--- config.mk ---
export PLATFORM = sky130hd
export DESIGN_NAME = skinny_sbox_layer_ctrl
export DESIGN_NICKNAME = d
export VERILOG_FILES = /design/src/rtl/skinny_mask_pkg.sv /design/src/rtl/sbox_tag_pipe.sv /design/src/rtl/skinny_sbox_layer_ctrl.sv
export SDC_FILE = /design/constraint.sdc
export NUM_CORES = 1
export LEC_CHECK = 0
export CAP_MARGIN = 40
export CELL_PAD_IN_SITES_DETAIL_PLACEMENT = 1
export CELL_PAD_IN_SITES_GLOBAL_PLACEMENT = 1
export CORE_MARGIN = 2
export CORE_UTILIZATION = 42
export DETAILED_ROUTE_END_ITERATION = 7
export MAX_ROUTING_LAYER = met4
export PLACE_DENSITY = 0.86
export SYNTH_ARGS = -nofsm -noshare
export SYNTH_HDL_FRONTEND = slang
export SYNTH_HIERARCHICAL = 1
export SYNTH_SLANG_ARGS = --single-unit
--- constraint.sdc ---
create_clock -name clk -period 5.65 [get_ports clk]
set_input_delay 0.565 -clock clk [delete_from_list [all_inputs] [get_ports clk]]
set_output_delay 0.565 -clock clk [all_outputs]
set_load 0.03 [all_outputs]
--- src/rtl/skinny_mask_pkg.sv ---
// Shared constants and FSM state type for the masked Skinny-64 S-box layer control.
package skinny_mask_pkg;
  localparam int SKINNY_SHARES  = 3;
  localparam int SBOX_LATENCY   = 9;
  localparam int SBOX_FRESH_W   = 63;
  localparam int SKINNY_NIBBLES = 16;

  typedef enum logic [1:0] {
    IDLE  = 2'd0,
    ISSUE = 2'd1,
    DRAIN = 2'd2,
    DONE  = 2'd3
  } ctrl_state_t;
endpackage

--- src/rtl/sbox_tag_pipe.sv ---
// LATENCY-deep {valid, index} tag line that travels alongside the S-box pipeline; never stalls.
module sbox_tag_pipe #(
  parameter int LATENCY = 9,
  parameter int IDX_W   = 4
) (
  input  logic             clk,
  input  logic             rst_n,
  input  logic             in_valid,
  input  logic [IDX_W-1:0] in_idx,
  output logic             out_valid,
  output logic [IDX_W-1:0] out_idx
);
  logic [LATENCY:0]            vld_pipe;
  logic [LATENCY:0][IDX_W-1:0] idx_pipe;
  logic [LATENCY:1]            vld_q;
  logic [LATENCY:1][IDX_W-1:0] idx_q;

  assign vld_pipe = {vld_q, in_valid};
  assign idx_pipe = {idx_q, in_idx};

  always_ff @(posedge clk or negedge rst_n) begin
    if (!rst_n) begin
      vld_q <= '0;
      idx_q <= '0;
    end else begin
      vld_q <= vld_pipe[LATENCY-1:0];
      idx_q <= idx_pipe[LATENCY-1:0];
    end
  end

  assign out_valid = vld_pipe[LATENCY];
  assign out_idx   = idx_pipe[LATENCY];
endmodule

--- src/rtl/skinny_sbox_layer_ctrl.sv ---
// Streams the 16 shared nibbles of a Skinny-64 state through the external 3-share pipelined
// S-box, feeds it fresh randomness, and reassembles the shared result from the tagged returns.
module skinny_sbox_layer_ctrl
  import skinny_mask_pkg::*;
#(
  parameter int SHARES  = SKINNY_SHARES,
  parameter int LATENCY = SBOX_LATENCY,
  parameter int NIBBLES = SKINNY_NIBBLES,
  parameter int FRESH_W = SBOX_FRESH_W
) (
  input  logic                      clk,
  input  logic                      rst_n,
  input  logic                      start,
  input  logic [SHARES*4*NIBBLES-1:0] state_in,
  output logic                      busy,
  output logic                      done,
  output logic                      rand_err,
  output logic [SHARES*4*NIBBLES-1:0] state_out,
  input  logic                      prng_valid,
  input  logic [FRESH_W-1:0]        prng_data,
  output logic                      prng_ready,
  output logic [SHARES*4-1:0]       sbox_x,
  output logic [FRESH_W-1:0]        sbox_fresh,
  input  logic [SHARES*4-1:0]       sbox_y
);
  localparam int IDX_W = $clog2(NIBBLES);
  localparam int W     = 4 * NIBBLES;

  ctrl_state_t                 st;
  logic [SHARES-1:0][W-1:0]    load_q;
  logic [SHARES-1:0][W-1:0]    out_q;
  logic [IDX_W-1:0]            issue_cnt;
  logic [IDX_W:0]              ret_cnt;
  logic [IDX_W:0]              ret_cnt_nxt;
  logic                        issuing;
  logic                        active;
  logic                        tag_vld;
  logic [IDX_W-1:0]            tag_idx;

  assign issuing     = (st == ISSUE);
  assign active      = (st == ISSUE) || (st == DRAIN);
  assign ret_cnt_nxt = ret_cnt + {{IDX_W{1'b0}}, tag_vld};

  // A fresh word is only forwarded when it is both needed and valid, so no word is ever reused.
  assign prng_ready = active;
  assign sbox_fresh = (active && prng_valid) ? prng_data : '0;

  // Each share is muxed independently; shares never meet inside this block.
  for (genvar k = 0; k < SHARES; k++) begin : g_share
    assign sbox_x[4*k +: 4] = issuing ? load_q[k][4*issue_cnt +: 4] : 4'h0;
  end

  sbox_tag_pipe #(
    .LATENCY (LATENCY),
    .IDX_W   (IDX_W)
  ) u_tag_pipe (
    .clk       (clk),
    .rst_n     (rst_n),
    .in_valid  (issuing),
    .in_idx    (issue_cnt),
    .out_valid (tag_vld),
    .out_idx   (tag_idx)
  );

  always_ff @(posedge clk or negedge rst_n) begin
    if (!rst_n) begin
      st        <= IDLE;
      load_q    <= '0;
      issue_cnt <= '0;
      ret_cnt   <= '0;
      busy      <= 1'b0;
      done      <= 1'b0;
      rand_err  <= 1'b0;
    end else begin
      done <= 1'b0;
      if (active && !prng_valid) rand_err <= 1'b1;
      if (tag_vld) ret_cnt <= ret_cnt_nxt;
      case (st)
        IDLE: begin
          if (start) begin
            load_q    <= state_in;
            issue_cnt <= '0;
            ret_cnt   <= '0;
            rand_err  <= 1'b0;
            busy      <= 1'b1;
            st        <= ISSUE;
          end
        end
        ISSUE: begin
          issue_cnt <= issue_cnt + 1'b1;
          if (issue_cnt == IDX_W'(NIBBLES - 1)) st <= DRAIN;
        end
        DRAIN: begin
          // Done is raised on the edge that captures the last nibble.
          if (ret_cnt_nxt == (IDX_W+1)'(NIBBLES)) begin
            busy <= 1'b0;
            done <= 1'b1;
            st   <= DONE;
          end
        end
        DONE:    st <= IDLE;
        default: st <= IDLE;
      endcase
    end
  end

  always_ff @(posedge clk or negedge rst_n) begin
    if (!rst_n) begin
      out_q <= '0;
    end else if (tag_vld) begin
      for (int k = 0; k < SHARES; k++) out_q[k][4*tag_idx +: 4] <= sbox_y[4*k +: 4];
    end
  end

  assign state_out = out_q;
endmodule

### Word-level counts from Yosys, hierarchy flattened

Index checks and enable logic that the tools add are counted.

| cells by class | value |
|---|---|
| eq/ne operators | 8 |
| shift-type cells | 7 |
| reductions and logical operators | 11 |
| add/subtract/negate cells | 3 |
| muxes and demuxes | 24 |

Operator list:

| cell | number |
|---|---|
| 64-bit bitwise mux | 3 |
| 4-bit by 34-bit indexed part select with 64-bit output | 3 |
| 64-bit by 7-bit indexed part select with 4-bit output | 3 |
| 4-bit by 34-bit variable shift with 64-bit output, first input constant | 1 |
| 63-bit 2-to-1 mux | 1 |
| 6-bit negator with 34-bit output | 1 |
| 4-bit 2-to-1 mux | 4 |
| 5-bit 2-to-1 mux | 3 |
| 2-bit one-hot mux with 4 select lines | 1 |
| 4-bit one-hot mux with 2 select lines | 1 |
| 1-bit 2-to-1 mux | 7 |
| 2-bit 2-to-1 mux | 3 |
| 3-bit AND reduction | 2 |
| 5-bit by 1-bit adder with 5-bit output | 1 |
| 5-bit equality test, second input constant | 1 |
| 4-bit by 1-bit adder with 4-bit output, second input constant | 1 |
| 2-bit equality test, second input constant | 2 |
| 4-bit equality test, second input constant | 1 |
| 2-bit by 1-bit != test with 1-bit output, second input constant | 2 |
| 2-bit AND reduction | 2 |
| 2-bit nonzero test | 2 |
| 2-bit by 1-bit equality test with 1-bit output, second input constant | 1 |
| 1-bit logical AND | 2 |
| 2-bit zero test | 1 |
| 4 further kinds | 4 |

| storage, ports and cells | value |
|---|---|
| register bits | 443 |
| input bits | 271 |
| logic and storage cells | 75 |
| output and inout port bits | 271 |

### Logic depth before layout (Yosys ltp)

Gate-level depths: netlist of the first run.

| logic depth | value |
|---|---|
| depth in word-level cells | 6 |
| depth in mapped cells | 11 |
| mapped depth without buffers | 6 |

### By module

The synthesis of the first run kept the hierarchy.

Modules (own cells, without submodules):

| module | instances | area each (um2) | cells each |
|---|---|---|---|
| skinny_sbox_layer_ctrl | 1 | 17864.6 | 1249 |
| sbox_tag_pipe | 1 | 1156.1 | 49 |

### Worst setup path before layout of the first run

OpenSTA, ideal clock, no wires.

| timing path | value |
|---|---|
| path type | reg2reg |
| start | register u_tag_pipe.idx_q, in the netlist u_tag_pipe/out_idx[0] |
| end | register out_q, in the netlist state_out[0] |
| period minus slack after synthesis | 2493 ps |
| required time | 5525 ps |
| library setup time | 125 ps |
| cell stages (with the launch flop) | 12 |
| setup slack | 3157 ps |
| arrival time | 2369 ps |
| path through | dfrtp_1 buf_4 buf_2 clkbuf_1 inv_1 ha_1 buf_2 nor2_2 nand2_1 or2_1 buf_6 mux2_2 |

| between the ends | value |
|---|---|
| cells in the longest elaborated chain, start to end | 3 |
| elaborated cells between the ends (all ways) | 4 |
| those cells by class | add/sub: 1; shift: 2; mux: 1 |

Ends and longest elaborated chain:

| item | line | RTL |
|---|---|---|
| start, declared | sbox_tag_pipe.sv:16 | `logic [LATENCY:1][IDX_W-1:0] idx_q;` |
| start signal, assigned | sbox_tag_pipe.sv:27 | `idx_q <= idx_pipe[LATENCY-1:0];` |
| 6-bit negator with 34-bit output * | skinny_sbox_layer_ctrl.sv:111 | `for (int k = 0; k < SHARES; k++) out_q[k][4*tag_idx +: 4] <= sbox_y[4*k +: 4];` |
| 4-bit by 34-bit indexed part select with 64-bit output / 4-bit by 34-bit variable shift with 64-bit output (equally long branches) | skinny_sbox_layer_ctrl.sv:111 |  |
| 64-bit bitwise mux * | skinny_sbox_layer_ctrl.sv:111 |  |
| end signal, assigned | skinny_sbox_layer_ctrl.sv:109 | `out_q <= '0;` |
| end, declared | skinny_sbox_layer_ctrl.sv:31 | `logic [SHARES-1:0][W-1:0] out_q;` |

Mark *: on every way between the ends. The rest lies on a longest branch, timed or not.
A chain may end at the register's enable or synchronous reset.

### Worst setup path in the final report of the first run

| timing path | value |
|---|---|
| start | register issue_cnt[0] |
| end | output port sbox_x[2] |

| between the ends | value |
|---|---|
| cells in the longest elaborated chain, start to end | 2 |

Ends and longest elaborated chain:

| item | line | RTL |
|---|---|---|
| start, declared | skinny_sbox_layer_ctrl.sv:32 | `logic [IDX_W-1:0] issue_cnt;` |
| start signal, assigned | skinny_sbox_layer_ctrl.sv:90 | `issue_cnt <= issue_cnt + 1'b1;` |
| 64-bit by 7-bit indexed part select with 4-bit output | skinny_sbox_layer_ctrl.sv:50 | `assign sbox_x[4*k +: 4] = issuing ? load_q[k][4*issue_cnt +: 4] : 4'h0;` |
| 4-bit 2-to-1 mux | skinny_sbox_layer_ctrl.sv:50 |  |
| end, declared | skinny_sbox_layer_ctrl.sv:22 | `output logic [SHARES*4-1:0] sbox_x,` |

Every way passes these cells.

==> results of run 1 <==
[state kept, by name (all words and copies together), names as in the netlist]
| signal | cells |
|---|---|
| done | 1 |
| state_out | 192 |
| busy | 1 |
| ret_cnt | 5 |
| u_tag_pipe/out_idx | 4 |
| load_q | 192 |
| u_tag_pipe/vld_q | 9 |
| u_tag_pipe/idx_pipe | 32 |
| st | 2 |
| rand_err | 1 |
| issue_cnt | 4 |
[per-layer routing]
metal | share of wire | track usage | vias up
met5 | 0 | - | -
met4 | 0.024 | 0.0806 | 0
met3 | 0.080 | 0.0844 | 98
met2 | 0.51 | 0.475 | 477
met1 | 0.38 | 0.319 | 6990
li1 | - | - | 5721
[layout by cell type (no fill, tap or decap), types with 20 or more instances in the layout]
| master | count |
|---|---|
| inv_1 | 25 |
| nand3_1 | 20 |
| clkdlybuf4s50_1 | 540 |
| nand2_1 | 21 |
| mux2i_1 | 46 |
| and3_1 | 92 |
| clkbuf_16 | 49 |
| and2_1 | 52 |
| mux2_2 | 362 |
| dfrtp_1 | 440 |
| diode_2 | 25 |
| mux4_2 | 48 |
[layout make-up]
| type | count | share of cell area |
|---|---|---|
| Timing Repair Buffer | 556 | 0.210 |
| Inverter | 25 | 0.00352 |
| Antenna cell | 25 | 0.00235 |
| Tap cell | 592 | 0.0278 |
| Clock inverter | 16 | 0.00714 |
| Multi-Input combinational cell | 739 | 0.278 |
| Clock buffer | 71 | 0.0540 |
| Sequential cell | 443 | 0.417 |
[synth_stat cells, types with 4 or more instances]
| master | instances | area share |
|---|---|---|
| buf_2 | 40 | 0.011 |
| buf_4 | 11 | 0.0043 |
| and2_1 | 53 | 0.017 |
| inv_1 | 25 | 0.0049 |
| nand2_1 | 21 | 0.0041 |
| mux2_2 | 362 | 0.21 |
| xor2_1 | 4 | 0.0018 |
| nand3_1 | 20 | 0.0053 |
| mux2i_1 | 46 | 0.024 |
| mux4_2 | 48 | 0.057 |
| nor2_1 | 11 | 0.0022 |
| ha_1 | 8 | 0.0053 |
| nand2b_1 | 4 | 0.0013 |
| o21ai_0 | 9 | 0.0024 |
| and3_1 | 92 | 0.030 |
| clkbuf_1 | 36 | 0.0071 |
| o22ai_1 | 12 | 0.0039 |
| a21oi_1 | 5 | 0.0013 |
| dfrtp_1 | 443 | 0.58 |
| nand4_1 | 4 | 0.0013 |
| nor2b_1 | 5 | 0.0016 |
[worst paths after layout]
check	startpoint	endpoint	slack, ps	cells past startpoint
max	issue_cnt[0]	sbox_x[2]	1460	5
min	rst_n	state_out[28]	30	1
max reg2reg	u_tag_pipe/out_idx[0]	state_out[28]	2000	6
min reg2reg	u_tag_pipe/idx_pipe[30]	u_tag_pipe/idx_pipe[34]	340	0
max in group asynchronous	rst_n	state_out[171]	4150	2
min in group clk	u_tag_pipe/idx_pipe[30]	u_tag_pipe/idx_pipe[34]	340	0
[power by group]
part           internal [mW]  leakage, nW  switching (mW)
Combinational          0.319         5.51           0.321
Clock                   1.94        0.796            1.31
Sequential              3.22         5.87          0.0285
Total                   5.48         12.2            1.66
[worst register-to-register path, cell delays in order, from the launching register on]
cell and delay [ps]:
dfrtp_1 340, buf_4 300, inv_1 100, ha_1 550, nor2b_1 850, nand3_1 850
mux2_2 550
[logic make-up (layout without fill, tap and decap cells)]
| kind of cell | count (synthesis) | after routing | synth area share |
|---|---|---|---|
| AOI/OAI and AO/OA | 37 | 37 | 0.0122 |
| xor gates and xnor gates | 6 | 6 | 0.00276 |
| muxes | 458 | 458 | 0.297 |
| and+or+nand+nor | 230 | 230 | 0.0722 |
| buffers and inverters | 116 | 668 | 0.0282 |
| other | 0 | 25 | 0 |
| DFF | 443 | 443 | 0.583 |
| adders and majority gates | 8 | 8 | 0.00526 |
==> flow_metrics.tcl, run 1 <==
set metrics [dict create \
    status "finished, final reports clean" \
    critPathTopFamily "buffers and inverters" \
    async_flop_share 1.00 \
    postLayoutCoreUtil 0.599 \
    synth_fp_nets 1577 \
    ys_ff_latch 443 \
    crit_chain "buf_4 > mux4_2 > mux2i_1 > o22ai_1 > clkdlybuf4s50_1" \
    cp.buffers_inverters 2 \
    power_density_nw_per_um2 268 \
    die-area_sq_um 47000 \
    syn_area_sq_um 19000 \
    drv_cap 0 \
    final_antenna_net_count 0 \
    drtPass1Iterations 5 \
    cts_tree "built" \
    crit_type "flop to output port" \
    grt_max_degree 138 \
    antenna_found_initial 25 \
    arrival_ps 3630 \
    synth-edff-count 0 \
    drv_slew 0 \
    rsz0062_at_grt "false" \
    die_h_um 217 \
    cts.htree.levels 2 \
    nets 2092 \
    layout_setup_ws_ps 1460 \
    worst_pin_slew_ps 968 \
    cts_root_buffer "clkbuf_16" \
    end_kind "output port" \
    worstPathRequired_ps 5090 \
    clock-sinks 443 \
    ir_drop_uv 254 \
    dp_cells 2355 \
    synthFlopType "dfrtp_1" \
    post_drt_wl_per_cell_um 25.8 \
    path_max_fanout 38 \
    num_io_pins 542 \
    instances_no_fill 2467 \
    drt_iter0_markers 917 \
    total_power_mw 7.13 \
    remaining_drc_errors 0 \
    dp_hpwl_mm 45.2 \
    place_area_sq_um 24900 \
    core_sq_um 44400 \
    whs_ps 25.9 \
    n_fill_cell 4202 \
    layout-drive-gt1-share 0.281 \
    synthCells 1298 \
    critPathMaxStageDelay_ps 880 \
    cts_made_buffers 48 \
    grt_pass1_wl_mm 95.5 \
    place_congestion 0.885 \
    cts_buffer_depth 3 \
    vias_per_cell 5.39 \
    cp-start-kind "flop" \
    hold_viol 0 \
    area_delta_synth_final_pct 40.0 \
    cp_slowest_cell "dfrtp_4" \
    clk_latency_ps 580 \
    vias 13300 \
    final_area_sq_um 26600 \
    ys_warn_count 6 \
    fmax_ghz 0.238 \
    maxSlewHeadroom 0.355 \
    tns_ps 0 \
    yosysSeqAreaShare 0.583 \
    cts_resized 0 \
    hp-class "input pin to async pin" \
    initial_utilization 0.428 \
    cts_hold_buf 0 \
    clk_pin_slew_worst_paths_ps 60 \
    seq_area_sq_um 11100 \
    post_cts_buffers 0 \
    io_buffers 541 \
    die_w_um 217 \
    setup_violations 0 \
    row_count 77 \
    grt-ovfl-total 0 \
    syn_avg_cell_area_sq_um 14.7 \
    multi_input_area_sq_um 7410 \
    drt_wl_total_mm 63.7 \
    place_ws_ps 2070 \
    grt_pass1_vias 14800 \
    synth_cell_types 43 \
    track_usage 0.279 \
    period_minus_slack_ps 4190 \
    skew_ps 17.4 \
    leakagePower_nw 12.2 \
    period_share 0.742 \
]
Note: power is estimated with default switching activity, not from simulation.
==> inputs of run 2 (changes only) <==
- CORE_UTILIZATION: 42 -> 35
- PLACE_DENSITY: 0.86 -> 0.77
- clock period: 5.65 -> 3.8 ns (I/O delays scaled with it)
==> run 2 against run 1 <==
Utilization down 9.8 points. Via count down 0.99%. Die area up 20%. First-iteration DRC count down 22%. Design area up 1.3%. Global-route usage down 4.6 points.
==> flow_metrics.tcl, run 2 (same netlist as run 1, synthesis figures left out) <==
set metrics [dict create \
    layout_commonest_cell "clkdlybuf4s50_1" \
    skew_ps 8.28 \
    clk_latency_ps 570 \
    period_minus_slack_ps 3600 \
    final_area_sq_um 27000 \
    crit_type "flop to output port" \
    antenna_found_initial 13 \
    whs_ps 343 \
    initial_utilization 0.353 \
    area_delta_synth_final_pct 41.8 \
    track_usage 0.233 \
    cts_made_buffers 49 \
    critPathMaxStageDelay_ps 710 \
    cts_root_buffer "clkbuf_16" \
    p_int_mw 8.22 \
    fmax_ghz 0.278 \
    final_cell_mix "clkdlybuf4s50_1 (540), dfrtp_1 (440), mux2_2 (362), and3_1 (92), and2_1 (52)" \
    netSwitchingPower_mw 2.47 \
    vias 13200 \
    arrival_ps 3220 \
    maxSlewHeadroom 0.467 \
    nets 2110 \
    io_buffers 541 \
    leakagePower_nw 12.3 \
    clock-sinks 443 \
    n_fill_cell 5330 \
    clkPwrFrac 0.458 \
    worstPathRequired_ps 3420 \
    die-area_sq_um 56200 \
    postLayoutCoreUtil 0.501 \
    cts_tree "built" \
    rsz0062_at_grt "false" \
    period_share 0.947 \
    cp_slowest_cell "dfrtp_4" \
    dp_hpwl_mm 47.0 \
    drt_wl_total_mm 63.7 \
    grt-ovfl-total 0 \
    remaining_drc_errors 0 \
    tns_ps 0 \
    die_h_um 237 \
    status "finished, final reports clean" \
    seqPwrFrac 0.451 \
    switching_share 0.231 \
    clk_pin_slew_worst_paths_ps 60 \
    end_kind "output port" \
    place_congestion 0.868 \
    setup_violations 0 \
    place_area_sq_um 25200 \
    row_count 85 \
    cp-start-kind "flop" \
    post_drt_wl_per_cell_um 24.7 \
    drv_cap 0 \
    final_antenna_net_count 0 \
    crit_chain "buf_4 > mux4_2 > mux2i_1 > o22ai_1 > clkdlybuf4s50_1" \
    vias_per_cell 5.10 \
    drt_iter0_markers 713 \
    grt_pass1_vias 14600 \
    ir_drop_uv 295 \
    cts_buffer_depth 3 \
    drtPass1Iterations 4 \
    power_density_nw_per_um2 397 \
    path_max_fanout 16 \
    grt_max_degree 90 \
    cts.htree.levels 2 \
    num_io_pins 542 \
    layout-drive-gt1-share 0.286 \
    die_w_um 237 \
    hp-class "flop to flop" \
    grt_pass1_wl_mm 94.9 \
    hold_viol 0 \
    worst_pin_slew_ps 797 \
    p_comb_frac 0.091 \
    core_sq_um 53800 \
    drv_slew 0 \
]
[run 2: routing by layer]
layer | wire length (um) | vias up | GRT usage | part of all wire
met5 | 0 | - | - | 0
met4 | 1600 | 0 | 0.0698 | 0.025
met3 | 4870 | 91 | 0.0661 | 0.076
met2 | 30900 | 494 | 0.374 | 0.48
met1 | 26400 | 6836 | 0.287 | 0.41
li1 | - | 5734 | - | -
[run 2: path summary, 6_finish.rpt]
path / start / endpoint / slack, ps / depth (start not counted)
worst max-delay path: issue_cnt[0] / sbox_x[4] / 200 / 5
worst min-delay path: u_tag_pipe/vld_q[4] / u_tag_pipe/vld_q[5] / 340 / 0
worst max register to register: u_tag_pipe/out_idx[0] / state_out[138] / 710 / 6
worst min register to register: u_tag_pipe/vld_q[4] / u_tag_pipe/vld_q[5] / 340 / 0
max in group asynchronous: rst_n / load_q[113] / 2350 / 3
min in group asynchronous: rst_n / state_out[84] / 410 / 2
[run 2: final cells by class]
type	instances	area, sq um	area share
Inverter	25	93.8	0.00348
Clock buffer	75	1490	0.0551
Timing Repair Buffer	573	5800	0.215
Multi-Input combinational cell	739	7410	0.275
Tap cell	696	871	0.0323
Antenna cell	14	35.0	0.00130
Clock inverter	13	180	0.00668
Sequential cell	443	11100	0.411
[run 2: repair_timing]
action / 4_1_cts / 5_1_grt
endpoints found under the hold margin: 80 / 0
endpoints found under the setup margin: 2 / 0
hold buffers: 1 / 0
setup buffers: 1 / 0
resized for setup: 0 / 0
[run 2: metrics by stage]
stage	cells	worst slack (ps)	total power, mW
6_report	2578	201	10.7
2_1_floorplan	1298	1310	5.19
4_1_cts	2564	105	10.9
3_5_place_dp	2474	620	5.89
5_1_grt	2576	4.01	11.1
3_3_place_gp	2472	637	5.87
[run 2: power groups by stage]
stage | Clock (mW) | Sequential, mW | Combinational (mW)
finish | 4.90 | 4.83 | 0.970
global route | 5.24 | 4.83 | 1.02
CTS | 5.05 | 4.83 | 0.980
detailed placement | 0 | 4.91 | 0.975
global placement | 0 | 4.91 | 0.959
floorplan | 0 | 5.03 | 0.162
[run 2: worst max-delay path: cells and delay by family (launching register included)]
kind | cells | cell delay (ps)
flops | 1 | 710
compound gates | 1 | 140
buf+inv | 2 | 990
mux | 2 | 780
